[src/rtl/rv_pipe_pkg.sv]
// rtl/rv_pipe_pkg.sv - shared pipeline types and constants for the RV32 5-stage core
package rv_pipe_pkg;

   // EX operand select encodings
   localparam logic [1:0] FWD_REGFILE = 2'b00;
   localparam logic [1:0] FWD_EXMEM   = 2'b10;
   localparam logic [1:0] FWD_MEMWB   = 2'b01;

   // Opcodes shared with the ID stage decoder
   localparam logic [6:0] OPC_LOAD   = 7'b0000011;
   localparam logic [6:0] OPC_STORE  = 7'b0100011;
   localparam logic [6:0] OPC_OP     = 7'b0110011;
   localparam logic [6:0] OPC_OP_IMM = 7'b0010011;
   localparam logic [6:0] OPC_BRANCH = 7'b1100011;
   localparam logic [6:0] OPC_JAL    = 7'b1101111;
   localparam logic [6:0] OPC_JALR   = 7'b1100111;

   // Sequencer states
   typedef enum logic [1:0] {
      ST_INIT  = 2'd0,
      ST_RUN   = 2'd1,
      ST_FLUSH = 2'd2
   } hz_state_e;

   // Destination-register view of one pipeline stage
   typedef struct packed {
      logic       v;
      logic [4:0] rd;
      logic       rw;
   } sb_entry_t;

endpackage

[src/rtl/hazard_scoreboard.sv]
// rtl/hazard_scoreboard.sv - shadow EX/MEM/WB destination tracking and match comparators
module hazard_scoreboard
   import rv_pipe_pkg::*;
(
   input  logic       clk_i,
   input  logic       reset_n_i,
   input  logic       id_valid_i,
   input  logic [4:0] id_rs1_i,
   input  logic [4:0] id_rs2_i,
   input  logic [4:0] id_rd_i,
   input  logic       id_uses_rs2_i,
   input  logic       id_reg_write_i,
   input  logic       id_mem_read_i,
   input  logic       idex_bubble_i,
   output logic       ex_load_hit_o,
   output logic       ex_raw_hit_o,
   output logic       mem_raw_hit_o,
   output logic       ex_rs1_mem_o,
   output logic       ex_rs1_wb_o,
   output logic       ex_rs2_mem_o,
   output logic       ex_rs2_wb_o
);

   sb_entry_t  ex_q, mem_q, wb_q, ex_d;
   logic       ex_mr_q;
   logic [4:0] ex_rs1_q, ex_rs2_q;

   // rw is cleared for x0 on entry so no later stage ever matches x0
   assign ex_d = '{v: id_valid_i & ~idex_bubble_i,
                   rd: id_rd_i,
                   rw: id_reg_write_i & (id_rd_i != 5'd0)};

   function automatic logic writes(input sb_entry_t e, input logic [4:0] r);
      return e.v & e.rw & (e.rd == r);
   endfunction

   function automatic logic feeds(input sb_entry_t e, input logic [4:0] rs1,
                                  input logic [4:0] rs2, input logic use2);
      return writes(e, rs1) | (use2 & writes(e, rs2));
   endfunction

   // Advance the shadow pipeline every cycle
   always_ff @(posedge clk_i or negedge reset_n_i) begin
      if (!reset_n_i) begin
         ex_q     <= '0;
         mem_q    <= '0;
         wb_q     <= '0;
         ex_mr_q  <= 1'b0;
         ex_rs1_q <= 5'd0;
         ex_rs2_q <= 5'd0;
      end else begin
         ex_q     <= ex_d;
         ex_mr_q  <= id_mem_read_i;
         ex_rs1_q <= id_rs1_i;
         ex_rs2_q <= id_rs2_i;
         mem_q    <= ex_q;
         wb_q     <= mem_q;
      end
   end

   assign ex_raw_hit_o  = feeds(ex_q, id_rs1_i, id_rs2_i, id_uses_rs2_i);
   assign ex_load_hit_o = ex_raw_hit_o & ex_mr_q;
   assign mem_raw_hit_o = feeds(mem_q, id_rs1_i, id_rs2_i, id_uses_rs2_i);
   assign ex_rs1_mem_o  = writes(mem_q, ex_rs1_q);
   assign ex_rs1_wb_o   = writes(wb_q, ex_rs1_q);
   assign ex_rs2_mem_o  = writes(mem_q, ex_rs2_q);
   assign ex_rs2_wb_o   = writes(wb_q, ex_rs2_q);

endmodule

[src/rtl/hazard_ctrl.sv]
// rtl/hazard_ctrl.sv - pipeline sequencing, stalls, flushes and forwarding (optional FWD_EN)
module hazard_ctrl
   import rv_pipe_pkg::*;
#(
   parameter int INIT_CYCLES = 4,
   parameter int CNT_W       = 16
) (
   input  logic             clk,
   input  logic             reset_n,
   input  logic             id_valid,
   input  logic [4:0]       id_rs1,
   input  logic [4:0]       id_rs2,
   input  logic [4:0]       id_rd,
   input  logic             id_uses_rs2,
   input  logic             id_reg_write,
   input  logic             id_mem_read,
   input  logic             id_jump,
   input  logic             ex_branch_taken,
   output logic             pc_write,
   output logic             ifid_write,
   output logic             ifid_flush,
   output logic             idex_bubble,
   output logic [1:0]       fwd_a,
   output logic [1:0]       fwd_b,
   output logic [CNT_W-1:0] stall_cnt
);

   hz_state_e        state_q;
   logic [3:0]       init_cnt_q;
   logic [CNT_W-1:0] stall_cnt_q, stall_cnt_d;
   logic             eff_valid, eff_jump, hazard, stall;
   logic             ex_load_hit, ex_raw_hit, mem_raw_hit;
   logic             ex_rs1_mem, ex_rs1_wb, ex_rs2_mem, ex_rs2_wb;

   // The ID slot during FLUSH holds a squashed instruction
   assign eff_valid = id_valid & (state_q != ST_FLUSH);
   assign eff_jump  = id_jump & (state_q == ST_RUN);

   hazard_scoreboard u_sb (
      .clk_i          (clk),
      .reset_n_i      (reset_n),
      .id_valid_i     (eff_valid),
      .id_rs1_i       (id_rs1),
      .id_rs2_i       (id_rs2),
      .id_rd_i        (id_rd),
      .id_uses_rs2_i  (id_uses_rs2),
      .id_reg_write_i (id_reg_write),
      .id_mem_read_i  (id_mem_read),
      .idex_bubble_i  (idex_bubble),
      .ex_load_hit_o  (ex_load_hit),
      .ex_raw_hit_o   (ex_raw_hit),
      .mem_raw_hit_o  (mem_raw_hit),
      .ex_rs1_mem_o   (ex_rs1_mem),
      .ex_rs1_wb_o    (ex_rs1_wb),
      .ex_rs2_mem_o   (ex_rs2_mem),
      .ex_rs2_wb_o    (ex_rs2_wb)
   );

`ifdef FWD_EN
   // Forwarding covers ALU results; only a load in EX must wait a cycle
   assign hazard = eff_valid & ex_load_hit;
   assign fwd_a  = ex_rs1_mem ? FWD_EXMEM : (ex_rs1_wb ? FWD_MEMWB : FWD_REGFILE);
   assign fwd_b  = ex_rs2_mem ? FWD_EXMEM : (ex_rs2_wb ? FWD_MEMWB : FWD_REGFILE);
   logic unused_raw;
   assign unused_raw = ex_raw_hit ^ mem_raw_hit;
`else
   // No bypass: wait until the producer reaches WB (regfile writes first)
   assign hazard = eff_valid & (ex_raw_hit | mem_raw_hit);
   assign fwd_a  = FWD_REGFILE;
   assign fwd_b  = FWD_REGFILE;
   logic unused_fwd;
   assign unused_fwd = ^{ex_load_hit, ex_rs1_mem, ex_rs1_wb, ex_rs2_mem, ex_rs2_wb};
`endif

   // Enables and flushes by priority: branch > jump > hazard
   always_comb begin
      pc_write    = 1'b1;
      ifid_write  = 1'b1;
      ifid_flush  = 1'b0;
      idex_bubble = 1'b0;
      stall       = 1'b0;
      if (state_q == ST_INIT) begin
         pc_write    = 1'b0;
         ifid_write  = 1'b0;
         ifid_flush  = 1'b1;
         idex_bubble = 1'b1;
      end else if (ex_branch_taken) begin
         ifid_flush  = 1'b1;
         idex_bubble = 1'b1;
      end else if (eff_jump) begin
         ifid_flush  = 1'b1;
      end else if (hazard) begin
         pc_write    = 1'b0;
         ifid_write  = 1'b0;
         idex_bubble = 1'b1;
         stall       = 1'b1;
      end
   end

   // Saturating increment of the stall counter
   always_comb begin
      stall_cnt_d = stall_cnt_q;
      if (stall && (stall_cnt_q != '1)) stall_cnt_d = stall_cnt_q + CNT_W'(1);
   end

   // Sequencer: IMEM warm-up, run, one-cycle post-branch squash
   always_ff @(posedge clk or negedge reset_n) begin
      if (!reset_n) begin
         state_q    <= ST_INIT;
         init_cnt_q <= 4'(INIT_CYCLES);
      end else begin
         case (state_q)
            ST_INIT: begin
               init_cnt_q <= init_cnt_q - 4'd1;
               if (init_cnt_q == 4'd1) state_q <= ST_RUN;
            end
            ST_RUN, ST_FLUSH: state_q <= ex_branch_taken ? ST_FLUSH : ST_RUN;
            default: state_q <= ST_INIT;
         endcase
      end
   end

   // Stall performance counter
   always_ff @(posedge clk or negedge reset_n) begin
      if (!reset_n) stall_cnt_q <= '0;
      else          stall_cnt_q <= stall_cnt_d;
   end

   assign stall_cnt = stall_cnt_q;

endmodule

[config.mk]
export PLATFORM = sky130hd
export DESIGN_NAME = hazard_ctrl
export DESIGN_NICKNAME = d
export VERILOG_FILES = /design/src/rtl/rv_pipe_pkg.sv /design/src/rtl/hazard_scoreboard.sv /design/src/rtl/hazard_ctrl.sv
export SDC_FILE = /design/constraint.sdc
export NUM_CORES = 1
export LEC_CHECK = 0
export ABC_CLOCK_PERIOD_IN_PS = 2220
export CORE_AREA = 3 3 91 50
export DETAILED_ROUTE_END_ITERATION = 12
export DIE_AREA = 0 0 94 53
export PLACE_DENSITY = 0.77
export SKIP_LAST_GASP = 1
export SYNTH_ARGS = -nofsm -noshare
export SYNTH_HDL_FRONTEND = slang
export SYNTH_SLANG_ARGS = --single-unit
export TNS_END_PERCENT = 20
[constraint.sdc]
create_clock -name clk -period 2.22 [get_ports clk]
set_clock_uncertainty 0.15 [all_clocks]
set_input_delay 0.444 -clock clk [delete_from_list [all_inputs] [get_ports clk]]
set_output_delay 0.444 -clock clk [all_outputs]
set_load 0.01 [all_outputs]
## Word level (Yosys, flattened, before mapping)

Index checks and enable logic that the tools add are counted.

| word-level totals | value |
|---|---|
| flip-flop bits (word level) | 36 |

| operators by class | value |
|---|---|
| $add $sub $neg | 2 |
| equality and inequality tests | 10 |
| multiplexer cells | 16 |
| bitwise operators | 17 |
| reductions and logical operators | 4 |

Operator list:

| kind | number |
|---|---|
| 5-bit equality test | 4 |
| 16-bit by 1-bit adder with 16-bit output (second input constant) | 1 |
| 16-bit != test (second input constant) | 1 |
| 1-bit AND | 13 |
| 1-bit 2-to-1 mux | 13 |
| 5-bit nonzero test | 1 |
| 4-bit by 1-bit equality test with 1-bit output (second input constant) | 1 |
| 2-bit 2-to-1 mux | 2 |
| 2-bit one-hot mux with 2 select lines | 1 |
| 4-bit by 1-bit subtractor with 4-bit output (second input constant) | 1 |
| 1-bit bitwise OR | 3 |
| 2-bit by 1-bit equality test with 1-bit output (second input constant) | 1 |
| 2-bit equality test (second input constant) | 1 |
| 2-bit zero test | 1 |
| 2-bit by 1-bit != test with 1-bit output (second input constant) | 1 |
| 2-bit != test (second input constant) | 1 |
| 2-bit OR reduction | 1 |
| 1-bit logical AND | 1 |
| 1-bit NOT | 1 |

## Depth between registers and ports, before layout

Gate-level depths: netlist of run 1.

| logic depth | value |
|---|---|
| depth in word-level cells | 12 |
| gate-level depth with buffers | 10 |
| mapped depth without buffers | 8 |

## Modules after synthesis

From an unflattened synthesis of run 1, not the netlist that was laid out.

| unflattened totals | value |
|---|---|
| cell total of the unflattened synthesis | 221 |
| area total of the unflattened synthesis | 2681.3 µm² |

By module, submodules not included:

| module | times used | cells each | area each (µm²) | seq. area each (µm²) |
|---|---|---|---|---|
| hazard_scoreboard | 1 | 101 | 1343.8 | 800.8 |
| hazard_ctrl | 1 | 120 | 1337.5 | 551.8 |

## Worst setup path before layout of run 1

OpenSTA, ideal clock, no wires.

| timing | value |
|---|---|
| path kind | input to output |
| from | input id_rs1[1] |
| to | output pc_write |
| arrival | 1655 ps |
| slack | -29 ps |
| cell stages on the path | 7 |
| buffers on the path | 1 |
| cells stage by stage | xnor2_1 and3_1 a2bb2oi_1 and2_1 nor2_1 a21oi_1 buf_4 |

| on the way | value |
|---|---|
| longest elaborated chain between the ends | 9 |
| elaborated cells on any way between the ends | 12 |

RTL lines:

| what | line | text |
|---|---|---|
| start: declaration | hazard_ctrl.sv:11 | `input logic [4:0] id_rs1,` |
| 5-bit equality test | hazard_scoreboard.sv:34 | `return e.v & e.rw & (e.rd == r);` |
| 1-bit AND | hazard_scoreboard.sv:34 |  |
| 1-bit bitwise OR | hazard_scoreboard.sv:39 | `return writes(e, rs1) \| (use2 & writes(e, rs2));` |
| 1-bit bitwise OR * | hazard_ctrl.sv:68 | `assign hazard = eff_valid & (ex_raw_hit \| mem_raw_hit);` |
| 1-bit AND * | hazard_ctrl.sv:68 |  |
| 1-bit 2-to-1 mux * (4 in series) | - |  |
| end: declaration | hazard_ctrl.sv:19 | `output logic pc_write,` |

Mark *: on every way between the ends. The rest lies on a longest branch, timed or not.

## Worst setup path in the final report of run 1

| timing | value |
|---|---|
| from | register u_sb.ex_q[5] in the netlist's numbering |
| to | output ifid_write |

| on the way | value |
|---|---|
| longest elaborated chain between the ends | 10 |
| elaborated cells on any way between the ends | 12 |

RTL lines:

| what | line | text |
|---|---|---|
| start: declaration | hazard_scoreboard.sv:24 | `sb_entry_t ex_q, mem_q, wb_q, ex_d;` |
| start signal: assignment | hazard_scoreboard.sv:45 | `ex_q <= '0;` |
| start signal: assignment | hazard_scoreboard.sv:52 | `ex_q <= ex_d;` |
| 5-bit equality test | hazard_scoreboard.sv:34 |  |
| 1-bit AND | hazard_scoreboard.sv:34 |  |
| 1-bit AND | hazard_scoreboard.sv:39 |  |
| 1-bit bitwise OR * | hazard_scoreboard.sv:39 |  |
| 1-bit bitwise OR * | hazard_ctrl.sv:68 |  |
| 1-bit AND * | hazard_ctrl.sv:68 |  |
| 1-bit 2-to-1 mux * | hazard_ctrl.sv:92 | `end else if (hazard) begin` |
| 1-bit 2-to-1 mux * | hazard_ctrl.sv:90 | `end else if (eff_jump) begin` |
| 1-bit 2-to-1 mux * | hazard_ctrl.sv:87 | `end else if (ex_branch_taken) begin` |
| 1-bit 2-to-1 mux * | hazard_ctrl.sv:82 | `if (state_q == ST_INIT) begin` |
| end: declaration | hazard_ctrl.sv:20 | `output logic ifid_write,` |

Marks and branches as above.

==> results of run 1 <==
routing by layer:
| layer | GRT usage | up-vias |
|---|---|---|
| li1 | - | 674 |
| met1 | 0.2196 | 621 |
| met2 | 0.2961 | 26 |
| met3 | 0.03693 | 7 |
| met4 | 0.05755 | 0 |
| met5 | 0 | - |
cell families after synthesis:
kind of cell             Yosys count  synth area share
AO/OA/AOI/OAI                     11           0.04716
adder cells (fa/ha/maj)            7           0.04854
flip-flops                        36            0.5000
other                              1          0.002078
AND/OR/NAND/NOR                   54            0.1644
multiplexers                       2           0.01179
buffers and inverters             13           0.04161
XOR/XNOR                          38            0.1845
worst max path at each step:
stage	startpoint	end	slack [ns]	cells past startpoint
after global placement	id_rs1[4]	idex_bubble	-0.86	7
final	u_sb.ex_q[5]	ifid_write	-0.14	8
after floorplan	id_rs1[1]	pc_write	0.06	7
after global routing	u_sb.ex_q[5]	ifid_write	-0.23	8
after detailed placement	id_rs1[0]	idex_bubble	-0.89	7
after CTS	u_sb.ex_q[5]	ifid_write	-0.16	8
cell usage after synthesis:
library cell	instances	area share
sky130_fd_sc_hd__or4_1	1	0.0042
sky130_fd_sc_hd__dfstp_2	1	0.015
sky130_fd_sc_hd__nor3_1	2	0.0055
sky130_fd_sc_hd__mux2i_1	1	0.0055
sky130_fd_sc_hd__nand3_1	5	0.014
sky130_fd_sc_hd__and4_4	1	0.0062
sky130_fd_sc_hd__and3_1	3	0.010
sky130_fd_sc_hd__nand4b_1	1	0.0049
sky130_fd_sc_hd__o22a_1	1	0.0049
sky130_fd_sc_hd__nor4b_1	1	0.0049
sky130_fd_sc_hd__a21oi_4	1	0.0090
sky130_fd_sc_hd__a2bb2oi_1	1	0.0049
sky130_fd_sc_hd__inv_1	6	0.012
sky130_fd_sc_hd__a21oi_2	1	0.0049
sky130_fd_sc_hd__mux2_2	1	0.0062
sky130_fd_sc_hd__nand4_1	13	0.045
sky130_fd_sc_hd__and2_1	2	0.0069
sky130_fd_sc_hd__xnor2_1	31	0.15
sky130_fd_sc_hd__buf_4	5	0.021
sky130_fd_sc_hd__dfrtp_1	35	0.49
sky130_fd_sc_hd__nor4_1	1	0.0035
sky130_fd_sc_hd__nor2_1	7	0.015
sky130_fd_sc_hd__nand2b_1	2	0.0069
sky130_fd_sc_hd__xor2_1	7	0.034
sky130_fd_sc_hd__clkbuf_1	1	0.0021
sky130_fd_sc_hd__a21oi_1	2	0.0055
sky130_fd_sc_hd__and4_1	1	0.0049
sky130_fd_sc_hd__nand2_1	13	0.027
sky130_fd_sc_hd__conb_1	1	0.0021
sky130_fd_sc_hd__a41o_1	1	0.0055
sky130_fd_sc_hd__buf_6	1	0.0062
sky130_fd_sc_hd__ha_1	7	0.049
sky130_fd_sc_hd__nor3_2	1	0.0055
sky130_fd_sc_hd__o21a_1	1	0.0042
sky130_fd_sc_hd__o21ai_0	3	0.0083
critical path, cell delays in order, from the launching register on:
cell,delay [ns]
sky130_fd_sc_hd__dfrtp_1,0.41
sky130_fd_sc_hd__buf_6,0.13
sky130_fd_sc_hd__xnor2_2,0.13
sky130_fd_sc_hd__nand4_1,0.11
sky130_fd_sc_hd__a2bb2oi_2,0.16
sky130_fd_sc_hd__and2_4,0.18
sky130_fd_sc_hd__nor2_2,0.04
sky130_fd_sc_hd__a21oi_2,0.15
sky130_fd_sc_hd__buf_2,0.16
timing repair:
item                                    in CTS  in global routing
pin swaps                                    6                  1
endpoints found under the setup margin       7                  5
cloned                                       0                  0
hold buffers                                 0                  0
gates resized for setup                     33                  1
setup buffers                                1                  0
metrics by stage:
| stage | cell area [um^2] | hold slack, ns | power [mW] | instances | util |
|---|---|---|---|---|---|
| floorplan | 1819 | -0.001591 | 1.133 | 165 | - |
| detailed placement | 2400 | 0.2529 | 1.405 | 272 | 0.6309 |
| CTS | 2529 | 0.2670 | 1.968 | 281 | 0.6648 |
| global placement | 2400 | 0.2399 | 1.379 | 272 | 0.6309 |
| global route | 2536 | 0.2785 | 2.069 | 281 | 0.6668 |
| finish | 2536 | 0.2692 | 1.949 | 281 | 0.6668 |
power by group:
group / internal, mW / leakage (nW) / switching, mW
sequential: 0.741 / 0.461 / 0.0616
combinational: 0.285 / 0.579 / 0.298
clock: 0.333 / 0.0552 / 0.230
final cells by class:
class,instances,area (um^2)
Clock inverter,2,35.03
Sequential cell,36,902.1
Inverter,6,22.52
Timing Repair Buffer,61,550.5
Fill cell,291,1267
Clock buffer,6,72.57
Multi-Input combinational cell,116,885.9
Tap cell,54,67.56
state kept, by name (all words and copies together) (netlist names):
signal,count
stall_cnt,16
u_sb.ex_q,7
u_sb.mem_q,7
init_cnt_q,4
state_q,2
==> results.txt, run 1 <==
The checks that failed: setup timing. The endpoint identified for the worst register-to-register timing path is stall_cnt[1]. The die outline height came out at approximately 53 um.

The overall track demand over capacity in global routing is 0.1725. The count of input and output buffers came out at 41. VDD sags by at most around 530 uV. The count of cells along the worst hold path came out at 0.

The maximum number of pins on one net before global-route repair is 37. The antenna cell count came out at 0. The maximum fanout along the worst path came out at 3. TritonCTS built the clock tree. The distinct cell type count after synthesis is 35. The initial utilization of the core area, before any placement, comes to 0.4743.

The count of H-tree levels built during CTS is 2. The reg2reg setup slack came out at 0.06 ns. Detailed routing placed a total of approximately 150 um of wire on met3. The placed wire-length estimate after detailed placement is around 2900 um.

The x dimension of the die is 94 um. The gate count of the mapped netlist is 162. The final setup violation count is 4. The achievable clock frequency came out at 0.4241 GHz. The max-slew violation count is 0. The sort of element at the end of the critical path is an output port. Setup repair after global routing could not meet its margin everywhere.

Summed over all cells, the static leakage comes to roughly 1.1 nW. The area growth from synthesis to layout is 40.57%. The accumulated negative setup slack is -0.4961 ns. The detailed-routing iteration count for the pre-antenna-repair pass is 4. The number of endpoints with negative hold slack in the final report was 0. The number of cell rows is 16. Dividing the final minimum period by the clock period gives 1.062. The number of buffers inserted during clock tree synthesis is 5. In this run, the number of DRC markers left after iteration 0 of detailed routing was 27. The number of global-route vias before repair came out at 1411. The number of clock sinks seen by CTS is 36. The worst path setup slack after routing is -0.1381 ns. In the layout the commonest cells are sky130_fd_sc_hd__dfrtp_1, sky130_fd_sc_hd__xnor2_1, sky130_fd_sc_hd__clkdlybuf4s50_1, sky130_fd_sc_hd__buf_4. The routed design could run at a clock period as short as 2.358 ns. The total overflow reported by the global router is 0.

The first-pass GRT wire length is between 6000 and 7000 um. Timing analysis after detailed placement gives a worst setup slack of -0.8899 ns. CTS placed an instance of sky130_fd_sc_hd__clkbuf_8 at the clock tree root.

In this run the top signal layer used is met4. The post-synthesis instance area came out at between 1500 and 2000 um^2. After clock tree synthesis, the clock-pin slew on the worst setup and hold paths is roughly 0.070 ns. The total number of nets in the final design is approximately 260.

The startpoint of the most critical hold path is u_sb.ex_q[0]. In the final layout, the share of cells above drive strength 1 is 0.1982. The synthesis warning total is 0. The number of register bits inferred by synthesis is 36. The number of vias per cell came out at 4.726. The number of DRC violations after detailed routing is 0. The area enclosed by the die boundary came out at 4982 um^2. The clock tree buffer depth came out at 2. In the final routed layout, each cell accounts on average for around 14 um. The type of element launching the critical path is a flip-flop.

The tool flagged a number of max-cap violations equal to 0. The wire length reported by the detailed router came out at just under 4000 um. The worst hold path terminates at u_sb.mem_q[0]. The startpoint identified for the worst register-to-register timing path is u_sb.ex_q[5]. The initial antenna violation count came to 0. STA puts the critical path data arrival time at 1.76 ns. The data required time of the critical path came out at around 1.6 ns. In the final routing, the length of wire on met1 measures 1858 um.

The kind of critical path is flip-flop to output port. The area of the core region came out at 3804 um^2. The worst register-to-register path has a depth of 8. Leaving out fill and tap cells, the most frequent cell in the layout is sky130_fd_sc_hd__dfrtp_1. The power per cell area came out at 768.5 nW/um^2. In this run the remaining antenna-violating nets after routing total 0. The I/O pin count is between 40 and 50. The routed length on met2 is approximately 1800 um. The run finished, with violations left. The routability congestion estimate is between 0.7 and 0.8.

The worst hold path belongs to the class flip-flop to flip-flop. The post-synthesis area per instance is between 10 and 15 um^2. The latest clock arrival within the worst-skew pair is 0.29 ns.

The total vias in the final route is between 1000 and 1500. For this run, the register share of the synthesized area comes to 0.5000.
Note: power is estimated with default switching activity, not from simulation.
==> inputs of run 2 (changes only) <==
--- a/config.mk
+++ b/config.mk
@@ -10,6 +10,7 @@
 export DETAILED_ROUTE_END_ITERATION = 12
 export DIE_AREA = 0 0 94 53
 export PLACE_DENSITY = 0.77
+export REMOVE_ABC_BUFFERS = 1
 export SKIP_LAST_GASP = 1
 export SYNTH_ARGS = -nofsm -noshare
 export SYNTH_HDL_FRONTEND = slang
==> results.txt, run 2 (same netlist as run 1, synthesis figures left out) <==
Run status: complete, but fails checks (unchanged). Violations in the final reports: setup timing (unchanged). Setup repair after global routing missed its margin: true (unchanged).

The number of vias per cell came to 4.747 (was 4.726). The clock tree from TritonCTS was done (unchanged). The kind of critical path is flip-flop to output port (unchanged). The number of placed cells counting well taps came out at 273 (was 272). The clock transition at the registers of the reported paths came out at 0.07 ns (about the same). The number of endpoints with negative hold slack in the final report came out at 0 (unchanged). The most common library cell in the layout ignoring fill and taps is sky130_fd_sc_hd__dfrtp_1 (unchanged). The number of DRC violations after detailed routing came out at 0 (unchanged).

The beginning of the critical path is u_sb.ex_q[3] (was u_sb.ex_q[5]). The count of H-tree levels built during CTS is 2 (unchanged). The wire length reported by the detailed router is 3675 um (was 3892 um).

The worst setup timing slack at the placement stage came out at -0.8655 ns (was -0.8899 ns). The final period demand of the worst path came out at 2.335 ns (was 2.358 ns). The die outline height came to 53 um (unchanged). The part of the cycle the worst path needs came out at 1.052 (was 1.062). The accumulated negative setup slack was -0.3925 ns (was -0.4961 ns). The antenna cell count came out at 0 (unchanged).

The number of nets with antenna violations after routing came out at 0 (unchanged). The number of global-route vias before repair is 1401 (was 1411). The worst flop-to-flop path startpoint is u_sb.ex_q[3] (was u_sb.ex_q[5]). The total overflow reported by the global router came out at 0 (unchanged).

The worst path setup slack after routing is -0.1149 ns (was -0.1381 ns). The hold buffer count at cts came out at 0 (unchanged). The slowest stage cell on the critical path was sky130_fd_sc_hd__dfrtp_1 (unchanged). The data required time of the critical path came out at 1.63 ns (about the same).

The area of the core region is 3804 um^2 (unchanged). The count of input and output buffers is 41 (unchanged). The number of buffer and inverter instances along the worst setup path came out at 1 (was 2).

The final cell count without fillers came out at 281 (unchanged). The final setup violation count came out at 4 (unchanged). The power per cell area came out at 770.1 nW/um^2 (was 768.5 nW/um^2). The peak ir drop on the vdd network came out at 498.3 uV (was 525.7 uV).

The maximum number of pins on one net before global-route repair is 29 (was 37). The first-pass GRT wire length is 6072 um (was 6527 um). The per-cell routed wire length came out at 13.08 um (was 13.85 um). The total number of nets in the final design was 256 (unchanged).

The post-route worst hold slack came to 0.2519 ns (was 0.2692 ns). The clock tree buffer depth came out at 2 (unchanged). The static power due to leakage is 1.100 nW (was 1.095 nW). The number of cell rows was 16 (unchanged). Series of cell instances along the critical path: xor2_1 -> nor4_2 -> a2bb2oi_2 -> and2_4 -> nor2_4 -> a21oi_2 -> buf_2 (was buf_6 -> xnor2_2 -> nand4_1 -> a2bb2oi_2 -> and2_4 -> nor2_2 -> a21oi_2 -> buf_2). The max-slew violation count is 0 (unchanged). The area enclosed by the die boundary is 4982 um^2 (unchanged). Most frequent cells in the layout: sky130_fd_sc_hd__dfrtp_1, sky130_fd_sc_hd__xnor2_1, sky130_fd_sc_hd__clkdlybuf4s50_1, sky130_fd_sc_hd__buf_4 (unchanged). The filler cell count is 295 (was 291). The latest clock arrival within the worst-skew pair is 0.29 ns (about the same). The number of max-cap violations came to 0 (unchanged).

The top cell family by delay on the critical path is simple AND/OR/NAND/NOR gates (was flip-flops). The detailed-routing iteration count for the pre-antenna-repair pass is 4 (unchanged). The placed wire-length estimate after detailed placement came to 2821 um (was 2939 um).

The number of clock sinks seen by CTS came out at 36 (unchanged). The type of element launching the critical path is a flip-flop (unchanged). The sort of element at the end of the critical path was an output port (unchanged). The biggest cell delay along the critical path came to 0.41 ns (about the same). The layout-stage area growth over the synthesis result is 41.19% (was 40.57%). The clock root buffer is sky130_fd_sc_hd__clkbuf_8 (unchanged). The routability congestion estimate was 0.7834 (was 0.7922). The flip-flop count of the largest register, all copies and words added came out at 16 (unchanged).

The achievable clock frequency came out at 0.4283 GHz (was 0.4241 GHz). The overall track demand over capacity in global routing was 0.1617 (was 0.1725). The starting density of the core came out at 0.4743 (unchanged). The maximum fanout along the worst path came out at 3 (unchanged).

The signal arrival time at the worst endpoint came out at 1.74 ns (was 1.76 ns). The startpoint of the most critical hold path is u_sb.ex_q[0] (unchanged). The first-iteration detailed-routing DRC count is 48 (was 27). The x dimension of the die is 94 um (unchanged). The share of layout cells above drive strength 1 came out at 0.2026 (was 0.1982). The initial antenna violation count was 0 (unchanged). The I/O pin count was 47 (unchanged). The class of the most critical hold timing path is flip-flop to flip-flop (unchanged).

The number of buffers inserted during clock tree synthesis came out at 5 (unchanged). The share of the core filled with cells came out at 0.6697 (was 0.6668). The total vias in the final route is 1334 (was 1328).
run 2: cell count changes in the layout (fill, tap and decap cells not counted), sizes merged:
cell           before  now
clkbuf              6    5
clkinvlp            0    1
clkdlybuf4s50      28   27
dlygate4sd2         9   10
run 2: through the flow:
step / power (mW) / instance area, um^2
3_3_place_gp: 1.393 / 2416
4_1_cts: 1.973 / 2529
3_5_place_dp: 1.416 / 2416
6_report: 1.962 / 2547
2_1_floorplan: 1.109 / 1763
5_1_grt: 2.083 / 2547
run 2: layout make-up:
| class | instances | area, um^2 | share of cell area |
|---|---|---|---|
| Tap cell | 54 | 67.56 | 0.02652 |
| Clock buffer | 5 | 68.82 | 0.02701 |
| Clock inverter | 3 | 42.54 | 0.01670 |
| Multi-Input combinational cell | 116 | 885.9 | 0.3477 |
| Sequential cell | 36 | 902.1 | 0.3541 |
| Timing Repair Buffer | 61 | 558.0 | 0.2191 |
| Inverter | 6 | 22.52 | 0.008841 |
run 2: worst paths after layout:
| kind | to | slack [ns] | cells after the start |
|---|---|---|---|
| setup reg to reg | stall_cnt[1] | 0.05 | 7 |
| setup / recovery | pc_write | -0.11 | 7 |
| hold / removal | u_sb.mem_q[0] | 0.25 | 0 |
| min in group asynchronous | u_sb.mem_q[1] | 0.31 | 1 |
| max in group asynchronous | init_cnt_q[2] | 1.03 | 2 |
| hold reg to reg | u_sb.mem_q[0] | 0.25 | 0 |
run 2: worst reg2reg max path, cell delays in order, from the launching register on:
cell and delay [ns]:
sky130_fd_sc_hd__dfrtp_1 0.41, sky130_fd_sc_hd__xor2_1 0.18, sky130_fd_sc_hd__nor4_2 0.31, sky130_fd_sc_hd__a2bb2oi_2 0.11, sky130_fd_sc_hd__and2_4 0.17, sky130_fd_sc_hd__buf_4 0.13
sky130_fd_sc_hd__nor3_2 0.23, sky130_fd_sc_hd__mux2_2 0.36
run 2: where the power goes:
part | switching, mW | internal [mW] | leakage [nW]
Combinational | 0.294 | 0.294 | 0.585
Clock | 0.239 | 0.332 | 0.0541
Sequential | 0.0617 | 0.741 | 0.461
Total | 0.595 | 1.37 | 1.10
run 2: timing repair:
action / in CTS / in global routing
cloned: 0 / 0
endpoints found under the hold margin: 0 / 0
setup endpoints to repair: 6 / 16
setup buffers: 0 / 0
pin swaps: 8 / 1
gates resized for setup: 31 / 4
run 2: layer usage:
metal,global-route usage,vias to the layer above,share of wire
li1,-,671,-
met1,0.1934,628,0.46
met2,0.2902,31,0.48
met3,0.04403,4,0.044
met4,0.04556,0,0.0093
met5,0,-,0
==> inputs of run 3 (changes only) <==
--- a/config.mk
+++ b/config.mk
@@ -6,9 +6,9 @@
 export NUM_CORES = 1
 export LEC_CHECK = 0
 export ABC_CLOCK_PERIOD_IN_PS = 2220
-export CORE_AREA = 3 3 91 50
+export CORE_AREA = 4 4 92 51
 export DETAILED_ROUTE_END_ITERATION = 12
-export DIE_AREA = 0 0 94 53
+export DIE_AREA = 0 0 96 55
 export PLACE_DENSITY = 0.77
 export REMOVE_ABC_BUFFERS = 1
 export SKIP_LAST_GASP = 1
==> results.txt, run 3 (same netlist as run 1, synthesis figures left out) <==
Run status: complete, but fails checks (unchanged). Violations in the final reports: setup timing (unchanged). The clock tree from TritonCTS is done (unchanged). The number of global-route vias before repair is 1459 (was 1401).

The number of DRC violations after detailed routing came out at 0 (unchanged). The maximum fanout along the worst path was 3 (unchanged). The clock root buffer is sky130_fd_sc_hd__clkbuf_8 (unchanged).

The worst flop-to-flop path startpoint is state_q[1] (was u_sb.ex_q[3]). The starting density of the core is 0.4719 (was 0.4743). The x dimension of the die was 96 um (was 94 um). The maximum number of pins on one net before global-route repair came out at 37 (was 29).

The number of cell rows is 16 (unchanged). The reg2reg setup slack came to 0.03 ns (was 0.05 ns). The power per cell area is 775.8 nW/um^2 (was 770.1 nW/um^2). The clock tree buffer depth came out at 2 (unchanged). The end of the critical path is pc_write (unchanged). The total overflow reported by the global router came out at 0 (unchanged). The static power due to leakage is 1.093 nW (was 1.100 nW). The number of clock sinks seen by CTS is 36 (unchanged). The first-pass GRT wire length is 6617 um (was 6072 um). The filler cell count was 289 (was 295). The signal arrival time at the worst endpoint came out at 1.77 ns (was 1.74 ns). The I/O pin count is 47 (unchanged). The worst path setup slack after routing came out at -0.1440 ns (was -0.1149 ns). The number of vias per cell is 4.873 (was 4.747). The data required time of the critical path is 1.63 ns (about the same). The number of nets with antenna violations after routing is 0 (unchanged). The final cell count without fillers is 283 (was 281). The number of buffers inserted during clock tree synthesis was 5 (unchanged). The flip-flop count of the largest register, all copies and words added was 16 (unchanged). The number of max-cap violations came to 0 (unchanged). The total number of nets in the final design came out at 258 (was 256).

The beginning of the critical path is u_sb.ex_q[3] (unchanged). The per-cell routed wire length is 14.28 um (was 13.08 um). The area of the core region is 3824 um^2 (was 3804 um^2). Most frequent cells in the layout: sky130_fd_sc_hd__dfrtp_1, sky130_fd_sc_hd__xnor2_1, sky130_fd_sc_hd__clkdlybuf4s50_1, sky130_fd_sc_hd__buf_4 (unchanged).

The total vias in the final route is 1379 (was 1334). The kind of critical path is flip-flop to output port (unchanged). The endpoint of the most critical register-to-register path was stall_cnt[1] (unchanged).

The max-slew violation count came to 0 (unchanged). The wire length reported by the detailed router came out at 4041 um (was 3675 um). The routability congestion estimate came out at 0.7955 (was 0.7834).

The number of placed cells counting well taps came out at 273 (unchanged). The peak ir drop on the vdd network is 357.3 uV (was 498.3 uV). The part of the cycle the worst path needs is 1.065 (was 1.052). The die outline height is 55 um (was 53 um).

The achievable clock frequency came out at 0.4230 GHz (was 0.4283 GHz). The initial antenna violation count is 0 (unchanged). The layout-stage area growth over the synthesis result came out at 40.43% (was 41.19%). The type of element launching the critical path is a flip-flop (unchanged). The area enclosed by the die boundary is 5280 um^2 (was 4982 um^2). The latest clock arrival within the worst-skew pair came out at 0.29 ns (about the same).

The count of input and output buffers is 41 (unchanged). The number of endpoints with negative hold slack in the final report is 0 (unchanged). The share of layout cells above drive strength 1 was 0.2009 (was 0.2026).

The placed wire-length estimate after detailed placement came to 2963 um (was 2821 um). Setup repair after global routing missed its margin: true (unchanged). The count of H-tree levels built during CTS came out at 2 (unchanged). The detailed-routing iteration count for the pre-antenna-repair pass came out at 4 (unchanged). The final setup violation count was 4 (unchanged).

The post-route worst hold slack came out at 0.2578 ns (was 0.2519 ns). The first-iteration detailed-routing DRC count is 20 (was 48). The hold buffer count at cts is 0 (unchanged). The overall track demand over capacity in global routing came out at 0.1725 (was 0.1617). The class of the most critical hold timing path is flip-flop to flip-flop (unchanged).

The depth of the worst register-to-register path is 9 (was 7). The most common library cell in the layout ignoring fill and taps is sky130_fd_sc_hd__dfrtp_1 (unchanged). The antenna cell count is 0 (unchanged). The final period demand of the worst path is 2.364 ns (was 2.335 ns). The sort of element at the end of the critical path is an output port (unchanged). The clock transition at the registers of the reported paths is 0.07 ns (about the same).
[run 3: power by group]
part	internal (mW)	total (mW)	switching (mW)
sequential	0.741	0.800	0.0598
combinational	0.295	0.591	0.296
clock	0.332	0.574	0.242
[run 3: timing repair]
action,CTS,global route
endpoints found under the setup margin,6,15
pin swaps,4,0
setup buffers,2,0
gates resized for setup,32,0
[run 3: per-layer routing]
metal | up-vias | GRT usage | part of all wire
met2 | 30 | 0.3063 | 0.51
met4 | 0 | 0.06132 | 0.012
met3 | 4 | 0.06486 | 0.043
li1 | 675 | - | -
met5 | - | 0 | 0
met1 | 670 | 0.1948 | 0.44
[run 3: worst min-delay path by stage]
stage | start | end | slack [ns] | depth (start not counted)
after global routing | u_sb.ex_q[6] | u_sb.mem_q[6] | 0.27 | 0
after global placement | u_sb.ex_q[6] | u_sb.mem_q[6] | 0.23 | 0
final | u_sb.ex_q[0] | u_sb.mem_q[0] | 0.26 | 0
after CTS | u_sb.ex_q[0] | u_sb.mem_q[0] | 0.26 | 0
after detailed placement | u_sb.ex_q[6] | u_sb.mem_q[6] | 0.23 | 0
after floorplan | reset_n | init_cnt_q[0] | -0.002 | 0
[run 3: stage by stage]
stage	setup WS, ns	setup TNS [ns]	util	power [mW]	cell area (um^2)
6_report	-0.1440	-0.4735	0.6626	1.966	2534
5_1_grt	-0.2725	-1.268	0.6626	2.082	2534
3_5_place_dp	-0.8544	-7.124	0.6286	1.422	2404
2_1_floorplan	0.04715	0	-	1.109	1763
3_3_place_gp	-0.8560	-6.705	0.6286	1.392	2404
4_1_cts	-0.1428	-0.4961	0.6626	1.981	2534
[run 3: critical path: stages, from the launching register on]
cell	delay (ns)
sky130_fd_sc_hd__dfrtp_1	0.43
sky130_fd_sc_hd__xor2_1	0.17
sky130_fd_sc_hd__nor4_2	0.30
sky130_fd_sc_hd__a2bb2oi_2	0.10
sky130_fd_sc_hd__and2_4	0.17
sky130_fd_sc_hd__nor2_4	0.09
sky130_fd_sc_hd__a21oi_2	0.07
sky130_fd_sc_hd__buf_2	0.14
[run 3: final cells by class]
class / count / area [um^2] / area share
clock buffers: 5 / 68.82 / 0.02716
clock inverters: 3 / 42.54 / 0.01679
inverters: 6 / 22.52 / 0.008889
multi-input cells: 116 / 870.8 / 0.3437
flip-flops and latches: 36 / 902.1 / 0.3560
well taps: 54 / 67.56 / 0.02667
repair buffers: 63 / 559.3 / 0.2207
